File: config.mk
export PLATFORM = sky130hd
export DESIGN_NAME = roi_bram_capture
export DESIGN_NICKNAME = d
export VERILOG_FILES = /design/src/rtl/roi_bram_capture.sv
export SDC_FILE = /design/constraint.sdc
export NUM_CORES = 1
export LEC_CHECK = 0
export BUFFER_PORTS_ARGS = -buffer_cell sky130_fd_sc_hd__buf_2
export CAP_MARGIN = 10
export CORE_ASPECT_RATIO = 0.5
export CORE_MARGIN = 4
export CORE_UTILIZATION = 25
export CTS_CLUSTER_SIZE = 25
export DETAILED_ROUTE_END_ITERATION = 10
export PLACE_DENSITY = 0.48
export RECOVER_POWER = 25
export SLEW_MARGIN = 20
export SYNTH_ARGS = -nofsm -noshare
export SYNTH_HDL_FRONTEND = slang
export SYNTH_SLANG_ARGS = --single-unit
File: constraint.sdc
create_clock -name iCLK -period 3.06 [get_ports iCLK]
set_clock_uncertainty 0.15 [all_clocks]
set_input_delay 0.153 -clock iCLK [delete_from_list [all_inputs] [get_ports iCLK]]
set_output_delay 0.153 -clock iCLK [all_outputs]
set_load 0.01 [all_outputs]
File: src/rtl/roi_bram_capture.sv
// -----------------------------------------------------------------------------
// roi_bram_capture
//
// Captures a fixed rectangular region of interest from the demosaiced camera
// pixel stream. Each pixel is packed as RGB565 and four pixels form one
// 64-bit word. The words are written into four downstream 1024x64 BRAM banks
// that share the address and data buses. A face-filter stage later reads the
// banks as a frame snapshot.
//
// Ports:
//   iCLK          block clock (also the BRAM clock)
//   iRST_N        synchronous active-low reset
//   iSTART        one-cycle pulse that arms a capture
//   iFRAME_START  one-cycle pulse on the first cycle of each camera frame
//   iDVAL         pixel valid
//   iX_Cont       column of the current pixel
//   iY_Cont       row of the current pixel
//   iRed/iGreen/iBlue  12-bit colour components
//   oADDR         BRAM word address, shared by all banks
//   oWRDATA       BRAM write data, shared by all banks
//   oWRITE        one-hot per-bank write strobe
//   oBUSY         armed or capturing
//   oDONE         capture complete
//   oERR          sticky flag: capture was restarted by an early frame start
//   oWORD_CNT     words written in the current capture
// -----------------------------------------------------------------------------
module roi_bram_capture #(
  parameter int ROI_X0 = 256,
  parameter int ROI_Y0 = 176,
  parameter int ROI_W  = 128,
  parameter int ROI_H  = 128
) (
  input  logic        iCLK,
  input  logic        iRST_N,
  input  logic        iSTART,
  input  logic        iFRAME_START,
  input  logic        iDVAL,
  input  logic [15:0] iX_Cont,
  input  logic [15:0] iY_Cont,
  input  logic [11:0] iRed,
  input  logic [11:0] iGreen,
  input  logic [11:0] iBlue,
  output logic [9:0]  oADDR,
  output logic [63:0] oWRDATA,
  output logic [3:0]  oWRITE,
  output logic        oBUSY,
  output logic        oDONE,
  output logic        oERR,
  output logic [12:0] oWORD_CNT
);

  localparam logic [15:0] X_LO   = 16'(ROI_X0);
  localparam logic [15:0] X_HI   = 16'(ROI_X0 + ROI_W - 1);
  localparam logic [15:0] Y_LO   = 16'(ROI_Y0);
  localparam logic [15:0] Y_HI   = 16'(ROI_Y0 + ROI_H - 1);
  localparam logic [13:0] LAST_K = 14'(ROI_W * ROI_H - 1);

  typedef enum logic [1:0] {
    S_IDLE,
    S_ARMED,
    S_CAPTURE,
    S_DONE
  } state_t;

  state_t      state_reg, state_next;
  logic [13:0] k_reg, k_next;
  logic [12:0] cnt_reg, cnt_next;
  logic        err_reg, err_next;
  logic [3:0]  write_reg, write_next;
  logic [9:0]  addr_reg, addr_next;
  logic [63:0] wrdata_reg, wrdata_next;

  // Lanes 0..2 of the word being assembled; lane 3 goes straight to the
  // write data register together with the other three.
  logic [15:0] lane_reg [3];

  logic        in_roi;
  logic        accept;
  logic [1:0]  lane_sel;
  logic [15:0] pix565;

  // Low colour bits are dropped by the RGB565 pack.
  logic        unused_color_bits;
  assign unused_color_bits = ^{iRed[6:0], iGreen[5:0], iBlue[6:0]};

  assign pix565 = {iRed[11:7], iGreen[11:6], iBlue[11:7]};
  assign in_roi = (iX_Cont >= X_LO) && (iX_Cont <= X_HI) &&
                  (iY_Cont >= Y_LO) && (iY_Cont <= Y_HI);

  // State register and registered outputs.
  always_ff @(posedge iCLK) begin
    if (!iRST_N) begin
      state_reg  <= S_IDLE;
      k_reg      <= '0;
      cnt_reg    <= '0;
      err_reg    <= 1'b0;
      write_reg  <= '0;
      addr_reg   <= '0;
      wrdata_reg <= '0;
    end else begin
      state_reg  <= state_next;
      k_reg      <= k_next;
      cnt_reg    <= cnt_next;
      err_reg    <= err_next;
      write_reg  <= write_next;
      addr_reg   <= addr_next;
      wrdata_reg <= wrdata_next;
    end
  end

  // Next-state and datapath control.
  always_comb begin
    state_next  = state_reg;
    k_next      = k_reg;
    cnt_next    = cnt_reg;
    err_next    = err_reg;
    write_next  = '0;
    addr_next   = addr_reg;
    wrdata_next = wrdata_reg;
    accept      = 1'b0;
    lane_sel    = k_reg[1:0];

    case (state_reg)
      S_IDLE: begin
        if (iSTART) state_next = S_ARMED;
      end

      S_ARMED: begin
        if (iFRAME_START) begin
          state_next = S_CAPTURE;
          k_next     = '0;
          cnt_next   = '0;
          err_next   = 1'b0;
        end
      end

      S_CAPTURE: begin
        accept = iDVAL && in_roi;
        if (iFRAME_START) begin
          // Early frame start: drop the partial word; a coincident pixel is
          // the first pixel of the new frame and lands in lane 0.
          lane_sel = 2'd0;
          k_next   = accept ? 14'd1 : 14'd0;
          cnt_next = '0;
          err_next = 1'b1;
        end else if (accept) begin
          k_next = k_reg + 14'd1;
          if (k_reg[1:0] == 2'd3) begin
            write_next  = 4'b0001 << k_reg[13:12];
            addr_next   = k_reg[11:2];
            wrdata_next = {pix565, lane_reg[2], lane_reg[1], lane_reg[0]};
            cnt_next    = cnt_reg + 13'd1;
          end
          if (k_reg == LAST_K) state_next = S_DONE;
        end
      end

      S_DONE: begin
        if (iSTART) state_next = S_ARMED;
      end

      default: state_next = S_IDLE;
    endcase
  end

  // Lane holding registers, one per lane.
  for (genvar gi = 0; gi < 3; gi++) begin : g_lane
    always_ff @(posedge iCLK) begin
      if (!iRST_N) begin
        lane_reg[gi] <= '0;
      end else if (accept && (lane_sel == 2'(gi))) begin
        lane_reg[gi] <= pix565;
      end
    end
  end

  assign oADDR     = addr_reg;
  assign oWRDATA   = wrdata_reg;
  assign oWRITE    = write_reg;
  assign oBUSY     = (state_reg == S_ARMED) || (state_reg == S_CAPTURE);
  assign oDONE     = (state_reg == S_DONE);
  assign oERR      = err_reg;
  assign oWORD_CNT = cnt_reg;

endmodule

# [Word-level counts from Yosys, hierarchy flattened]
# Memory sizes are Yosys's and may differ from the RTL's. A register that Yosys moved wholly into a read port is not among the register bits.
# Cells that the tools add are included.
# W data, S select, Z words.
[totals] register_bits=108 mem_bits_rw=48 input_bits=73 output_inout_bits=94 n_memories=1
[mem_list] memory="lane_reg" depth=3 word_bits=16 read_ports=3 rd_clocked_by_memory_dff=3 wr=3 line_no="75" rtl="logic [15:0] lane_reg [3];"
[op_classes] addsub=2 order_cmp=4 eq_ne=15 n_shift=1 muxes=35 n_bitwise=8 n_reduce_logical=21
[ops] operator="$mux W13" n=4
[ops] operator="$mux W16" n=3
[ops] operator="$mux W14" n=3
[ops] operator="$le A16 B9 Y1 const B" n=2
[ops] operator="$pmux W14 S2" n=1
[ops] operator="$pmux W13 S2" n=1
[ops] operator="$ge A16 B8 Y1 const B" n=1
[ops] operator="$ge A16 B9 Y1 const B" n=1
[ops] operator="$add A14 B1 Y14 const B" n=1
[ops] operator="$eq A14 B14 Y1 const B" n=1
[ops] operator="$mux W1" n=14
[ops] operator="$mux W2" n=7
[ops] operator="$add A13 B1 Y13 const B" n=1
[ops] operator="$ne A2 B2 Y1 const B" n=5
[ops] operator="$eq A2 B2 Y1 const B" n=4
[ops] operator="$reduce_and A4 Y1" n=2
[ops] operator="$logic_and A1 B1 Y1" n=7
[ops] operator="$ne A3 B3 Y1 const B" n=2
[ops] operator="$pmux W2 S3" n=1
[ops] operator="$reduce_and A3 Y1" n=2
[ops] operator="$not A1 Y1" n=5
[ops] operator="$reduce_and A5 Y1" n=1
[ops] operator="$reduce_or A5 Y1" n=1
[ops] operator="$eq A2 B1 Y1 const B" n=2
[ops] operator="other kinds (9)" n=14

# [Depth between registers and ports, before layout]
[depth] word_depth=11 ltp_mapped=10 mapped_depth_nobuf=7

# [Worst setup path after synthesis]
# No wires, ideal clock.
[synth_path] path_type="register to register" startpoint="reg state_reg[0]" endpoint="mem lane_reg[2][0] (enable)" setup_ns=0.372 arrival_ns=1.981 required_time_ns=2.538 slack_ns=0.557 stages_incl_launch_ff=9 period_less_slack_ns=2.503 cell_sequence="dfxtp_1 > inv_1 > ha_1 > clkbuf_1 > nor2b_1 > buf_2 > nand4b_1 > clkbuf_1 > nand2_1"
[synth_rtl] item="start, declared" line_no="65" rtl="state_t state_reg, state_next;"
[synth_rtl] item="start signal, assigned" line_no="101" rtl="state_reg <= state_next;"
[synth_rtl] item="end, declared" line_no="75"

# [Final worst setup path]
[layout_path] startpoint="reg state_reg[0]" endpoint="reg wrdata_reg[31] (netlist: oWRDATA[31]) (read register of lane_reg)"
[layout_between] elab_chain_cells=2
[layout_lines] item="$eq A2 B2 Y1" line_no="123" rtl="case (state_reg)"
[layout_lines] item="$reduce_and A4 Y1 (no line)"
[layout_lines] item="end, declared" line_no="71" rtl="logic [63:0] wrdata_reg, wrdata_next;"
# No other way between the ends.
# A chain may end at the register's enable or synchronous reset.

==> run summary <==
The run finished with clean final reports. The area fraction in and, or, nand and nor cells after synthesis came out at 25.2%. Summed over all cells, the static leakage comes to 2.82 nW. The worst hold path begins at iY_Cont[12]. After the first detailed-routing iteration, the DRC count stood at 278. STA classifies the critical path endpoint as a register. The final count of hold timing violations came out at 0. Setup total negative slack on the finished layout was measured at 0 ns.

TritonCTS built the clock tree. The run gives 40 as the number of standard-cell rows in the floorplan. In this run the mean area of a mapped cell was 9.02 um2. After synthesis the cells add up to 0.00636 mm2. The tools report the startpoint type of the worst setup path as a register. The critical path goes through inv_1, ha_1, nor2b_1, nand2_1, or4_2, buf_4, nand2_1, a21oi_1.

The count of cells resized by post-cts repair came out at 0. Startpoint of the worst-slack reg-to-reg timing path: state_reg[0]. The logs give 0.00482 W for the total power consumption of the routed design and 4 for the CTS H-tree depth. The first global-routing pass estimated 29600 um of wire. For the total inserted antenna cells, the log shows 0. The pre-antenna-repair detailed-routing pass consisted of 5 iterations. After clock tree synthesis, the clock-pin slew on the worst setup and hold paths is 0.07 ns. The tools report the total core area as 0.0245 mm2. The HPWL reported at the end of detailed placement is 12700 um, and the largest voltage drop on the vdd net is 0.312 mV. Measured against its own limit, the worst slew margin works out to 47.0%. The slowest stage of the critical path is the sky130_fd_sc_hd__or4_2 cell. Across all hold checks on the routed design, the worst slack comes to 0.0738 ns.

Max-cap violations in this run came to 0. Category of the most critical setup path: reg2reg. The buffer cell driving the clock tree root was sky130_fd_sc_hd__clkbuf_16. For this run, asynchronously set or reset flops after synthesis account for 0%.

After detailed routing, the average wire length per cell comes to 15.6 um. Setup violations remaining at the end of the flow were counted as 0. The synthesized design contains 48 enable-type register cells.

The net count after synthesis is 784, and the pin count of the biggest net entering global routing is 75. The synthesis-to-finish area growth is 27.7%. Synthesis instantiated 56 different standard cells from the library. The critical path data required time came out at 3.20 ns. The most critical setup path has its endpoint at oWRDATA[31]. For this configuration, the core starts out at a cell density of 25.9%. The reg-to-reg endpoint was oWRDATA[31]. The initial antenna violation count was 0; the post-synthesis adder-cell area fraction was 1.18%. After synthesis, the share of cell area in mux cells is 0.807%.

Counting every instance in the synthesized netlist gives 705. The detailed-route DRC error count is 0. After the last flow step, the layout net total stands at 932. The die footprint is 0.0282 mm2, and the clock period minus worst slack is 2.66 ns.

The width of the die is 234 um, and the layout filler cell count is 2645. By area, the combinational part of the netlist is dominated by simple AND/OR/NAND/NOR gates. The vertical die dimension is 121 um, and the delay contributed by the slowest stage of the critical path is 0.60 ns. The proportion of layout cells with a drive suffix above 1 came out at 14.8%. The min-delay analysis places its worst path in the category in2reg. The congestion estimate from routability-driven global placement came to 0.774. In this run the worst path has a maximum fanout of 74. The synthesized netlist devotes 12.8% of its cell area to compound gates. The number of buffers added by the clock tree synthesis step came out at 17. Leaving out fill and tap cells, the most frequent cell in the layout is sky130_fd_sc_hd__nand2_1.

The register bit total from synthesis was 156. For the pin with the worst max-slew slack, the measured transition is 0.796 ns. The final period utilization is 86.8%. Dividing total power by cell area gives a power density of 594 mW/mm2. Counting cells, the worst reg-to-reg path comes to 8.

The clock reaches the later pin of the worst-skew pair after 0.43 ns. The clock drives 156 sinks. In this run the tool buffered the top-level ports with 135 buffer cells. Of the total synthesized cell area, the portion taken by XOR and XNOR cells is 0%. In the layout the commonest cells are sky130_fd_sc_hd__nand2_1, sky130_fd_sc_hd__dfxtp_1, sky130_fd_sc_hd__a21oi_1. The synthesis warning total was 0.

The number of nets still failing antenna checks after routing is 0. The tools report the total track usage as 13.3%. Setup repair after global routing left no endpoint under its margin.

For this run, the register share of the synthesized area comes to 56.7%. The achievable frequency came out at 377 MHz. The maximum clock insertion buffer count is 2, and the worst hold path stage count is 5. The tools report the setup slack of the most critical reg-to-reg path as 0.40 ns. For the via total after detailed routing, the log shows 5542.

The number of global-route vias before repair is 5377. In the synthesized netlist the dominant register cell turns out to be sky130_fd_sc_hd__dfxtp_1. Data on the critical path arrives at its endpoint at 2.80 ns.

The number of pins with negative max-slew slack in the final report is 0. After global routing the overflow that remains totals 0. Once the clock tree was built, the setup fixing pass inserted 0 buffers.

The number of flip-flops under the largest register name is 64, and the number of primary I/O pins is 167. For this block, the routed nets add up to 18800 um of wire. Timing startpoint of the critical path: state_reg[0]. Buffers inserted to repair hold after CTS numbered 18. Using the TritonRoute via totals, the vias-per-cell ratio works out to 4.61. The most numerous cell type found on the critical path is sky130_fd_sc_hd__nand2_1.
## power by group
group / switching (W) / internal [W] / total [W]
clock network: 0.000973 / 0.00117 / 0.00214
logic: 0.000328 / 0.000167 / 0.000495
registers: 0.0000227 / 0.00217 / 0.00219
total: 0.00132 / 0.00350 / 0.00482
## cell families (layout without fill, tap and decap cells)
group,Yosys count,in the layout
multiplexers,5,5
buffers and inverters,52,213
adder cells (fa/ha/maj),6,6
AO/OA/AOI/OAI,134,134
flip-flops,156,156
AND/OR/NAND/NOR,352,352
## routing by layer
metal / track usage [%] / vias to the layer above / share of wire (%)
li1: - / 2747 / -
met3: 2.90 / 24 / 4.4
met2: 22.1 / 133 / 47
met4: 4.34 / 0 / 1.9
met5: 0 / - / 0
met1: 17.3 / 2638 / 47
## synthesized netlist by cell type, types with 3 or more instances
library cell,count,share of area (%)
sky130_fd_sc_hd__a21oi_1,83,6.5
sky130_fd_sc_hd__a31oi_1,7,0.69
sky130_fd_sc_hd__and2_1,6,0.59
sky130_fd_sc_hd__and3_1,8,0.79
sky130_fd_sc_hd__and4_1,5,0.69
sky130_fd_sc_hd__buf_2,13,1.0
sky130_fd_sc_hd__clkbuf_1,32,1.9
sky130_fd_sc_hd__dfxtp_1,108,34
sky130_fd_sc_hd__edfxtp_1,48,23
sky130_fd_sc_hd__ha_1,6,1.2
sky130_fd_sc_hd__inv_1,7,0.41
sky130_fd_sc_hd__mux2i_1,4,0.63
sky130_fd_sc_hd__nand2_1,200,12
sky130_fd_sc_hd__nand2b_1,3,0.30
sky130_fd_sc_hd__nand3_1,14,1.1
sky130_fd_sc_hd__nand4_1,8,0.79
sky130_fd_sc_hd__nor2_1,62,3.7
sky130_fd_sc_hd__nor2b_1,3,0.30
sky130_fd_sc_hd__nor3_1,6,0.47
sky130_fd_sc_hd__nor4_1,7,0.69
sky130_fd_sc_hd__nor4b_1,3,0.41
sky130_fd_sc_hd__o211a_1,4,0.63
sky130_fd_sc_hd__o211ai_1,3,0.35
sky130_fd_sc_hd__o21a_1,4,0.47
sky130_fd_sc_hd__o21ai_0,3,0.24
sky130_fd_sc_hd__o311ai_0,3,0.41
sky130_fd_sc_hd__o31a_1,3,0.41
sky130_fd_sc_hd__o31ai_1,4,0.47
sky130_fd_sc_hd__or3_1,5,0.49
sky130_fd_sc_hd__or4_1,7,0.83
## metrics by stage
| step | worst slack [ns] | std cells | area, um2 | util (%) |
|---|---|---|---|---|
| after floorplan | 0.557 | 705 | 6360 | - |
| after global placement | 0.431 | 1152 | 7440 | 30.3 |
| after detailed placement | 0.394 | 1152 | 7440 | 30.3 |
| after CTS | 0.385 | 1202 | 8210 | 33.5 |
| after global routing | 0.131 | 1202 | 8120 | 33.1 |
| final | 0.404 | 1202 | 8120 | 33.1 |
## how the worst min path moves through the flow
stage                              end  slack (ns)
final                     oWORD_CNT[6]        0.07
after global routing      oWORD_CNT[6]         0.1
after CTS                 oWORD_CNT[6]        0.07
after detailed placement   oWRDATA[59]        0.27
after global placement     oWRDATA[59]        0.26
after floorplan            oWRDATA[48]        0.14
## final cells by class
cell class | instances | area [um2] | area share [%]
Tap cell | 336 | 420 | 5.18
Sequential cell | 156 | 3600 | 44.4
Inverter | 7 | 26.3 | 0.324
Multi-Input combinational cell | 497 | 2550 | 31.4
Clock buffer | 17 | 425 | 5.24
Timing Repair Buffer | 174 | 921 | 11.3
Clock inverter | 15 | 171 | 2.11
## critical path, delay by kind of cell, from the launching register on
kind,cells,cell delay (ns)
flops,1,0.36
buf+inv,2,0.46
fa+ha+maj,1,0.31
compound gates,1,0.08
simple gates,4,1.12
Power figures use the tool's default switching activity.
